## src/rtl/dm_pkg.sv

```systemverilog
// Shared definitions for the data-memory access controller.
//   - dm_op_e    : request operation encodings (loads 0..4, stores 5..7)
//   - dm_state_e : controller FSM states
//   - defaults for the legal address limit and the address exception codes
//   - is_store() : classifies an operation as a store
package dm_pkg;

    typedef enum logic [2:0] {
        OP_LW  = 3'd0,
        OP_LH  = 3'd1,
        OP_LHU = 3'd2,
        OP_LB  = 3'd3,
        OP_LBU = 3'd4,
        OP_SW  = 3'd5,
        OP_SH  = 3'd6,
        OP_SB  = 3'd7
    } dm_op_e;

    typedef enum logic [1:0] {
        IDLE   = 2'd0,
        ACCESS = 2'd1,
        RESP   = 2'd2
    } dm_state_e;

    localparam logic [31:0] DM_LIMIT_DEF = 32'h0000_2fff;
    localparam logic [4:0]  EXC_ADEL_DEF = 5'd4;
    localparam logic [4:0]  EXC_ADES_DEF = 5'd5;

    function automatic logic is_store(input dm_op_e op);
        return (op == OP_SW) || (op == OP_SH) || (op == OP_SB);
    endfunction

endpackage

```

## src/rtl/dm_access_ctrl_if.sv

```systemverilog
// Bus bundle between the memory stage, the controller and the data memory.
//   req_*  : request handshake (valid/ready) with op, byte address, store data, PC
//   dm_*   : data-memory port (address, write data, byte enables, trace PC, read word)
//   resp_* : response handshake (valid/ready) with load data and exception info
// Modports: slave = the controller's view, master = the environment's view.
interface dm_access_ctrl_if;

    logic        req_valid;
    logic        req_ready;
    logic [2:0]  req_op;
    logic [31:0] req_addr;
    logic [31:0] req_wdata;
    logic [31:0] req_pc;

    logic [31:0] dm_A;
    logic [31:0] dm_WD;
    logic [3:0]  dm_BE;
    logic [31:0] dm_PC;
    logic [31:0] dm_rdata;

    logic        resp_valid;
    logic        resp_ready;
    logic [31:0] resp_rdata;
    logic        resp_exc;
    logic [4:0]  resp_exccode;

    modport slave (
        input  req_valid, req_op, req_addr, req_wdata, req_pc, dm_rdata, resp_ready,
        output req_ready, dm_A, dm_WD, dm_BE, dm_PC,
               resp_valid, resp_rdata, resp_exc, resp_exccode
    );

    modport master (
        output req_valid, req_op, req_addr, req_wdata, req_pc, dm_rdata, resp_ready,
        input  req_ready, dm_A, dm_WD, dm_BE, dm_PC,
               resp_valid, resp_rdata, resp_exc, resp_exccode
    );

endinterface

```

## src/rtl/dm_load_ext.sv

```systemverilog
// Load data extraction: picks the byte/half lane of the memory word selected
// by the low address bits and sign- or zero-extends it.
//   op      : load operation (store ops yield 0)
//   addr_lo : byte address bits [1:0]
//   word    : aligned memory read word
//   data    : extended load result
module dm_load_ext
    import dm_pkg::*;
(
    input  dm_op_e      op,
    input  logic [1:0]  addr_lo,
    input  logic [31:0] word,
    output logic [31:0] data
);

    logic [7:0]  b_sel;
    logic [15:0] h_sel;

    always_comb begin
        b_sel = word[{addr_lo, 3'b000} +: 8];
        h_sel = addr_lo[1] ? word[31:16] : word[15:0];
        data  = 32'h0;
        case (op)
            OP_LW:   data = word;
            OP_LH:   data = {{16{h_sel[15]}}, h_sel};
            OP_LHU:  data = {16'h0, h_sel};
            OP_LB:   data = {{24{b_sel[7]}}, b_sel};
            OP_LBU:  data = {24'h0, b_sel};
            default: data = 32'h0;
        endcase
    end

endmodule

```

## src/rtl/dm_access_ctrl.sv

```systemverilog
// Data-memory access controller: accepts one load/store per request
// handshake, performs a single-cycle memory access, and returns extended
// load data or an address exception through the response handshake.
//   clk, reset : clock, synchronous active-high reset
//   bus        : dm_access_ctrl_if.slave (request, memory port, response)
// Bad addresses (above DM_LIMIT or misaligned) skip the access entirely and
// go straight to the response with ADEL (loads) or ADES (stores).
module dm_access_ctrl
    import dm_pkg::*;
#(
    parameter logic [31:0] DM_LIMIT = DM_LIMIT_DEF,
    parameter logic [4:0]  EXC_ADEL = EXC_ADEL_DEF,
    parameter logic [4:0]  EXC_ADES = EXC_ADES_DEF
) (
    input  logic              clk,
    input  logic              reset,
    dm_access_ctrl_if.slave   bus
);

    dm_state_e   state;
    dm_op_e      cap_op;
    logic [31:0] cap_addr;
    logic [31:0] cap_wdata;
    logic [31:0] cap_pc;
    logic [3:0]  be_q;

    logic        resp_valid;
    logic [31:0] resp_rdata;
    logic        resp_exc;
    logic [4:0]  resp_exccode;

    dm_op_e      req_op;
    logic        misaligned;
    logic        addr_bad;
    logic [3:0]  be_next;
    logic [31:0] ext_data;

    assign req_op = dm_op_e'(bus.req_op);

    // Address legality of the incoming request.
    always_comb begin
        misaligned = 1'b0;
        case (req_op)
            OP_LW, OP_SW:         misaligned = |bus.req_addr[1:0];
            OP_LH, OP_LHU, OP_SH: misaligned = bus.req_addr[0];
            default:              misaligned = 1'b0;
        endcase
        addr_bad = (bus.req_addr > DM_LIMIT) || misaligned;
    end

    // Byte enables for the upcoming ACCESS cycle; loads never enable lanes.
    always_comb begin
        be_next = 4'b0000;
        case (req_op)
            OP_SW:   be_next = 4'b1111;
            OP_SH:   be_next = bus.req_addr[1] ? 4'b1100 : 4'b0011;
            OP_SB:   be_next = 4'b0001 << bus.req_addr[1:0];
            default: be_next = 4'b0000;
        endcase
    end

    dm_load_ext u_load_ext (
        .op      (cap_op),
        .addr_lo (cap_addr[1:0]),
        .word    (bus.dm_rdata),
        .data    (ext_data)
    );

    always_ff @(posedge clk) begin
        if (reset) begin
            state        <= IDLE;
            cap_op       <= OP_LW;
            cap_addr     <= 32'h0;
            cap_wdata    <= 32'h0;
            cap_pc       <= 32'h0;
            be_q         <= 4'b0000;
            resp_valid   <= 1'b0;
            resp_rdata   <= 32'h0;
            resp_exc     <= 1'b0;
            resp_exccode <= 5'd0;
        end else begin
            case (state)
                IDLE: begin
                    // req_ready is exactly "IDLE and not in reset" here.
                    if (bus.req_valid) begin
                        cap_op    <= req_op;
                        cap_addr  <= bus.req_addr;
                        cap_wdata <= bus.req_wdata;
                        cap_pc    <= bus.req_pc;
                        if (addr_bad) begin
                            state        <= RESP;
                            resp_valid   <= 1'b1;
                            resp_rdata   <= 32'h0;
                            resp_exc     <= 1'b1;
                            resp_exccode <= is_store(req_op) ? EXC_ADES : EXC_ADEL;
                        end else begin
                            state <= ACCESS;
                            be_q  <= be_next;
                        end
                    end
                end
                ACCESS: begin
                    // Store commits and load sample both happen at this edge.
                    state        <= RESP;
                    be_q         <= 4'b0000;
                    resp_valid   <= 1'b1;
                    resp_rdata   <= is_store(cap_op) ? 32'h0 : ext_data;
                    resp_exc     <= 1'b0;
                    resp_exccode <= 5'd0;
                end
                RESP: begin
                    if (bus.resp_ready) begin
                        state      <= IDLE;
                        resp_valid <= 1'b0;
                    end
                end
                default: state <= IDLE;
            endcase
        end
    end

    assign bus.req_ready    = (state == IDLE) && !reset;
    assign bus.dm_A         = cap_addr;
    assign bus.dm_WD        = cap_wdata;
    // The memory trace subtracts 4, so hand it pc+4 to print the real PC.
    assign bus.dm_PC        = cap_pc + 32'd4;
    // Gate with reset so an access interrupted by reset never writes.
    assign bus.dm_BE        = reset ? 4'b0000 : be_q;
    assign bus.resp_valid   = resp_valid;
    assign bus.resp_rdata   = resp_rdata;
    assign bus.resp_exc     = resp_exc;
    assign bus.resp_exccode = resp_exccode;

endmodule

```

## src/flat_wrapper.sv

```systemverilog
// flat-port wrapper written by rule: the top's interface ports become plain ports
module dm_access_ctrl_flat import dm_pkg::*;
#(
    parameter logic [31:0] DM_LIMIT = DM_LIMIT_DEF,
    parameter logic [4:0]  EXC_ADEL = EXC_ADEL_DEF,
    parameter logic [4:0]  EXC_ADES = EXC_ADES_DEF
)
  (clk, reset, bus_req_valid, bus_req_op, bus_req_addr, bus_req_wdata, bus_req_pc, bus_dm_rdata, bus_resp_ready, bus_req_ready, bus_dm_A, bus_dm_WD, bus_dm_BE, bus_dm_PC, bus_resp_valid, bus_resp_rdata, bus_resp_exc, bus_resp_exccode);
  dm_access_ctrl_if bus_i ();
  input  logic clk;
  input  logic reset;
  input wire logic [$bits(bus_i.req_valid)-1:0] bus_req_valid;
  input wire logic [$bits(bus_i.req_op)-1:0] bus_req_op;
  input wire logic [$bits(bus_i.req_addr)-1:0] bus_req_addr;
  input wire logic [$bits(bus_i.req_wdata)-1:0] bus_req_wdata;
  input wire logic [$bits(bus_i.req_pc)-1:0] bus_req_pc;
  input wire logic [$bits(bus_i.dm_rdata)-1:0] bus_dm_rdata;
  input wire logic [$bits(bus_i.resp_ready)-1:0] bus_resp_ready;
  output wire logic [$bits(bus_i.req_ready)-1:0] bus_req_ready;
  output wire logic [$bits(bus_i.dm_A)-1:0] bus_dm_A;
  output wire logic [$bits(bus_i.dm_WD)-1:0] bus_dm_WD;
  output wire logic [$bits(bus_i.dm_BE)-1:0] bus_dm_BE;
  output wire logic [$bits(bus_i.dm_PC)-1:0] bus_dm_PC;
  output wire logic [$bits(bus_i.resp_valid)-1:0] bus_resp_valid;
  output wire logic [$bits(bus_i.resp_rdata)-1:0] bus_resp_rdata;
  output wire logic [$bits(bus_i.resp_exc)-1:0] bus_resp_exc;
  output wire logic [$bits(bus_i.resp_exccode)-1:0] bus_resp_exccode;
  assign bus_i.req_valid = bus_req_valid;
  assign bus_i.req_op = bus_req_op;
  assign bus_i.req_addr = bus_req_addr;
  assign bus_i.req_wdata = bus_req_wdata;
  assign bus_i.req_pc = bus_req_pc;
  assign bus_i.dm_rdata = bus_dm_rdata;
  assign bus_i.resp_ready = bus_resp_ready;
  assign bus_req_ready = bus_i.req_ready;
  assign bus_dm_A = bus_i.dm_A;
  assign bus_dm_WD = bus_i.dm_WD;
  assign bus_dm_BE = bus_i.dm_BE;
  assign bus_dm_PC = bus_i.dm_PC;
  assign bus_resp_valid = bus_i.resp_valid;
  assign bus_resp_rdata = bus_i.resp_rdata;
  assign bus_resp_exc = bus_i.resp_exc;
  assign bus_resp_exccode = bus_i.resp_exccode;
  dm_access_ctrl #(.DM_LIMIT(DM_LIMIT), .EXC_ADEL(EXC_ADEL), .EXC_ADES(EXC_ADES)) u_core (.clk(clk), .reset(reset), .bus(bus_i));
endmodule
```

## config.mk

```make
export PLATFORM = sky130hd
export DESIGN_NAME = dm_access_ctrl_flat
export DESIGN_NICKNAME = d
export VERILOG_FILES = /design/src/rtl/dm_pkg.sv /design/src/rtl/dm_access_ctrl_if.sv /design/src/rtl/dm_load_ext.sv /design/src/rtl/dm_access_ctrl.sv /design/src/flat_wrapper.sv
export SDC_FILE = /design/constraint.sdc
export NUM_CORES = 1
export LEC_CHECK = 0
export CAP_MARGIN = 10
export CORE_MARGIN = 2
export CORE_UTILIZATION = 45
export CTS_CLUSTER_DIAMETER = 100
export DETAILED_ROUTE_END_ITERATION = 10
export DONT_BUFFER_PORTS = 1
export GPL_ROUTABILITY_DRIVEN = 0
export GPL_TIMING_DRIVEN = 0
export SKIP_CTS_REPAIR_TIMING = 1
export SLEW_MARGIN = 20
export SYNTH_ARGS = -nofsm -noshare
export SYNTH_HDL_FRONTEND = slang
export SYNTH_HIERARCHICAL = 1
export SYNTH_SLANG_ARGS = --single-unit
```

## constraint.sdc

```tcl
create_clock -name clk -period 5 [get_ports clk]
set_input_delay 1 -clock clk [delete_from_list [all_inputs] [get_ports clk]]
set_output_delay 1 -clock clk [all_outputs]
set_load 0.05 [all_outputs]
```

==> results.py <==
metrics = {
    "outcome": {
        "status": "completed",
    },
    "sta": {
        "period_needed_ps": 3950,
        "worst_pin_slew_ps": 1180,
        "finalSetupTns_ps": 0,
        "hold_violations": 0,
        "fin_skew_ps": 6.50,
        "fmax_mhz": 253,
        "slew-limit-headroom": 0.205,
        "hold_ws_ps": 465,
        "setup_viol": 0,
        "drv_slew": 0,
        "rsz0062_at_grt": "false",
        "finalCritPeriodShare": 0.790,
    },
    "floorplan": {
        "die_area_sq_um": 14800,
        "coreArea_sq_um": 13700,
        "start_util": 0.455,
        "io_pins": 275,
        "rows": 43,
        "die_h_um": 122,
        "dieWidth_um": 122,
    },
    "global_routing": {
        "grt_max_degree": 17,
        "antenna_found_initial": 0,
        "grt_use_total": 0.228,
        "grt_pass1_wl_um": 26500,
        "grt_pass1_vias": 5208,
        "overflow": 0,
    },
    "finish": {
        "multi_input_area_sq_um": 3130,
        "num_antenna_cells": 0,
        "nets": 922,
        "area_growth_pct": 13.4,
        "drive_above_1_share": 0.101,
        "fill_cells": 1328,
        "seqCellArea_sq_um": 2800,
    },
    "logic_synthesis": {
        "synth_area_leader_cell": "dfxtp_1",
        "synth_compound_area_frac": 0.198,
        "synth-seq-cells": 140,
        "yosysSeqAreaShare": 0.449,
        "synthesis.area_sq_um": 6240,
        "synthAdderAreaFrac": 0.00201,
        "synth_simple_gate_area_share": 0.208,
        "synth_top_family_by_area": "simple AND/OR/NAND/NOR gates",
        "netlist-cell-type-count": 50,
        "yosys-mux-area-fraction": 0.0461,
        "synthCells": 765,
        "synth.most_common_cell": "nand2_1",
        "ys_top_cells_by_count": "nand2_1 (235), dfxtp_1 (140), a21oi_1 (102), clkbuf_1 (35), a22o_1 (32)",
        "postSynthAreaPerCell_sq_um": 8.15,
        "yosys_warnings": 6,
        "synthTopCellsByArea": "dfxtp_1 (45%), nand2_1 (14%), a21oi_1 (8.2%)",
        "synth_edf_count": 0,
        "ys.flop_type": "dfxtp_1",
        "synth-async-reset-ratio": 0,
        "synth_xor_area_frac": 0.0407,
        "synth.top_cell.area_share": 0.449,
    },
    "critical_path": {
        "start_kind": "register",
        "slowest_delay_ps": 930,
        "slowest_stage": "xnor2_1",
        "cp.arrival_ps": 2950,
        "crit_path_cell_trace": "and4_1 -> nand4_1 -> nor3_2 -> nand2b_1 -> xnor2_1",
        "cp.required_ps": 4000,
        "worstSetupPathType": "reg2out",
        "critPathMaxFanout": 7,
        "end_kind": "primary output",
    },
    "pwr": {
        "p_per_area_nw_per_um2": 406,
        "p_leak_nw": 2.74,
        "max-vdd-ir-drop_uv": 234,
    },
    "clock_tree": {
        "cts_tree": "yes",
        "root_buffer": "clkbuf_16",
        "clockBufferDepth": 2,
        "clock_latency_ps": 410,
        "cts_sinks": 140,
        "cts.htree.levels": 4,
        "cts_buffers": 17,
        "path_clk_slew_ps": 60,
    },
    "routing": {
        "drt_iter0_drc": 254,
        "routedWlPerCell_um": 18.0,
        "wl_um": 17600,
        "firstDrtPassIters": 5,
        "route.vias.total": 5492,
        "via_per_inst": 5.61,
        "drc": 0,
        "ant_nets": 0,
    },
    "job": {
        "maxCapViolCount": 0,
    },
    "place": {
        "io_buffers": 0,
        "dp_hpwl_um": 13400,
    },
    "min_path": {
        "min_path_type": "reg2reg",
    },
}
-- final timing paths --
kind / start / to / slack (ps) / cells past startpoint
setup reg to reg: u_core/bus.dm_A[0] / u_core/bus.resp_rdata[13] / 2860 / 4
hold / removal: u_core/cap_pc[0] / u_core/cap_pc[0] / 470 / 2
hold reg to reg: u_core/cap_pc[0] / u_core/cap_pc[0] / 470 / 2
setup / recovery: u_core/cap_pc[9] / bus_dm_PC[30] / 1050 / 5
-- power breakdown --
group / internal [mW] / switching (mW) / leakage [nW]
registers: 1.17 / 0.156 / 1.14
clock network: 0.726 / 0.492 / 0.279
logic: 0.103 / 0.228 / 1.31
-- layer usage --
| layer | share of wire | track usage |
|---|---|---|
| met1 | 0.41 | 0.268 |
| met5 | 0 | 0 |
| met3 | 0.094 | 0.0847 |
| met2 | 0.48 | 0.370 |
| met4 | 0.019 | 0.102 |
-- worst max-delay path, delay by kind of cell, from the launching register on --
kind,cells,cell delay (ps)
xor gates and xnor gates,1,930
DFF,1,420
and+or+nand+nor,4,1180
-- layout by cell type (no fill, tap or decap), types with 5 or more instances in the layout --
cell type / instances
a21oi_1: 102
buf_4: 8
nand2b_1: 5
clkbuf_1: 35
o221ai_1: 7
o21ai_0: 14
nand3_1: 13
a22o_1: 32
nand2_1: 235
nor2_1: 17
dfxtp_1: 140
xnor2_1: 18
o21ai_1: 5
clkbuf_16: 17
inv_1: 14
o21ai_2: 11
mux2i_1: 25
nand4_1: 6
buf_2: 8
buf_6: 5
nor4_1: 6
xor2_1: 8
-- sequential cells by signal, summed over array words and instances, names as in the netlist --
signal                   count
u_core/be_q                  4
u_core/bus.dm_A             32
u_core/bus.dm_WD            32
u_core/bus.resp_exccode      2
u_core/bus.resp_rdata       32
u_core/bus.resp_valid        1
u_core/cap_op                3
u_core/cap_pc               32
u_core/state                 2
-- area by class of cell --
| type | count | share of cell area |
|---|---|---|
| Tap cell | 180 | 0.0318 |
| Clock buffer | 20 | 0.0659 |
| Inverter | 14 | 0.00743 |
| Buffer | 57 | 0.0414 |
| Multi-Input combinational cell | 556 | 0.442 |
| Clock inverter | 12 | 0.0157 |
| Sequential cell | 140 | 0.396 |
-- cells by family (layout without fill, tap and decap cells) --
group	Yosys count	after routing
compound gates	191	191
xor+xnor	29	29
fa+ha+maj	1	1
buf+inv	71	103
flops	140	140
mux	27	27
other cells	1	3
simple gates	305	305
-- metrics by stage --
step / cells / util / total power, mW / instance area (sq um) / setup WS [ps]
3_3_place_gp: 947 / 0.472 / 1.67 / 6470 / 1580
5_1_grt: 979 / 0.516 / 2.98 / 7080 / 859
3_5_place_dp: 947 / 0.472 / 1.68 / 6480 / 1530
4_1_cts: 979 / 0.514 / 2.89 / 7050 / 1060
6_report: 979 / 0.516 / 2.87 / 7080 / 1050
2_1_floorplan: 767 / - / 1.61 / 6250 / 1760
(Power assumes the default switching activity.)
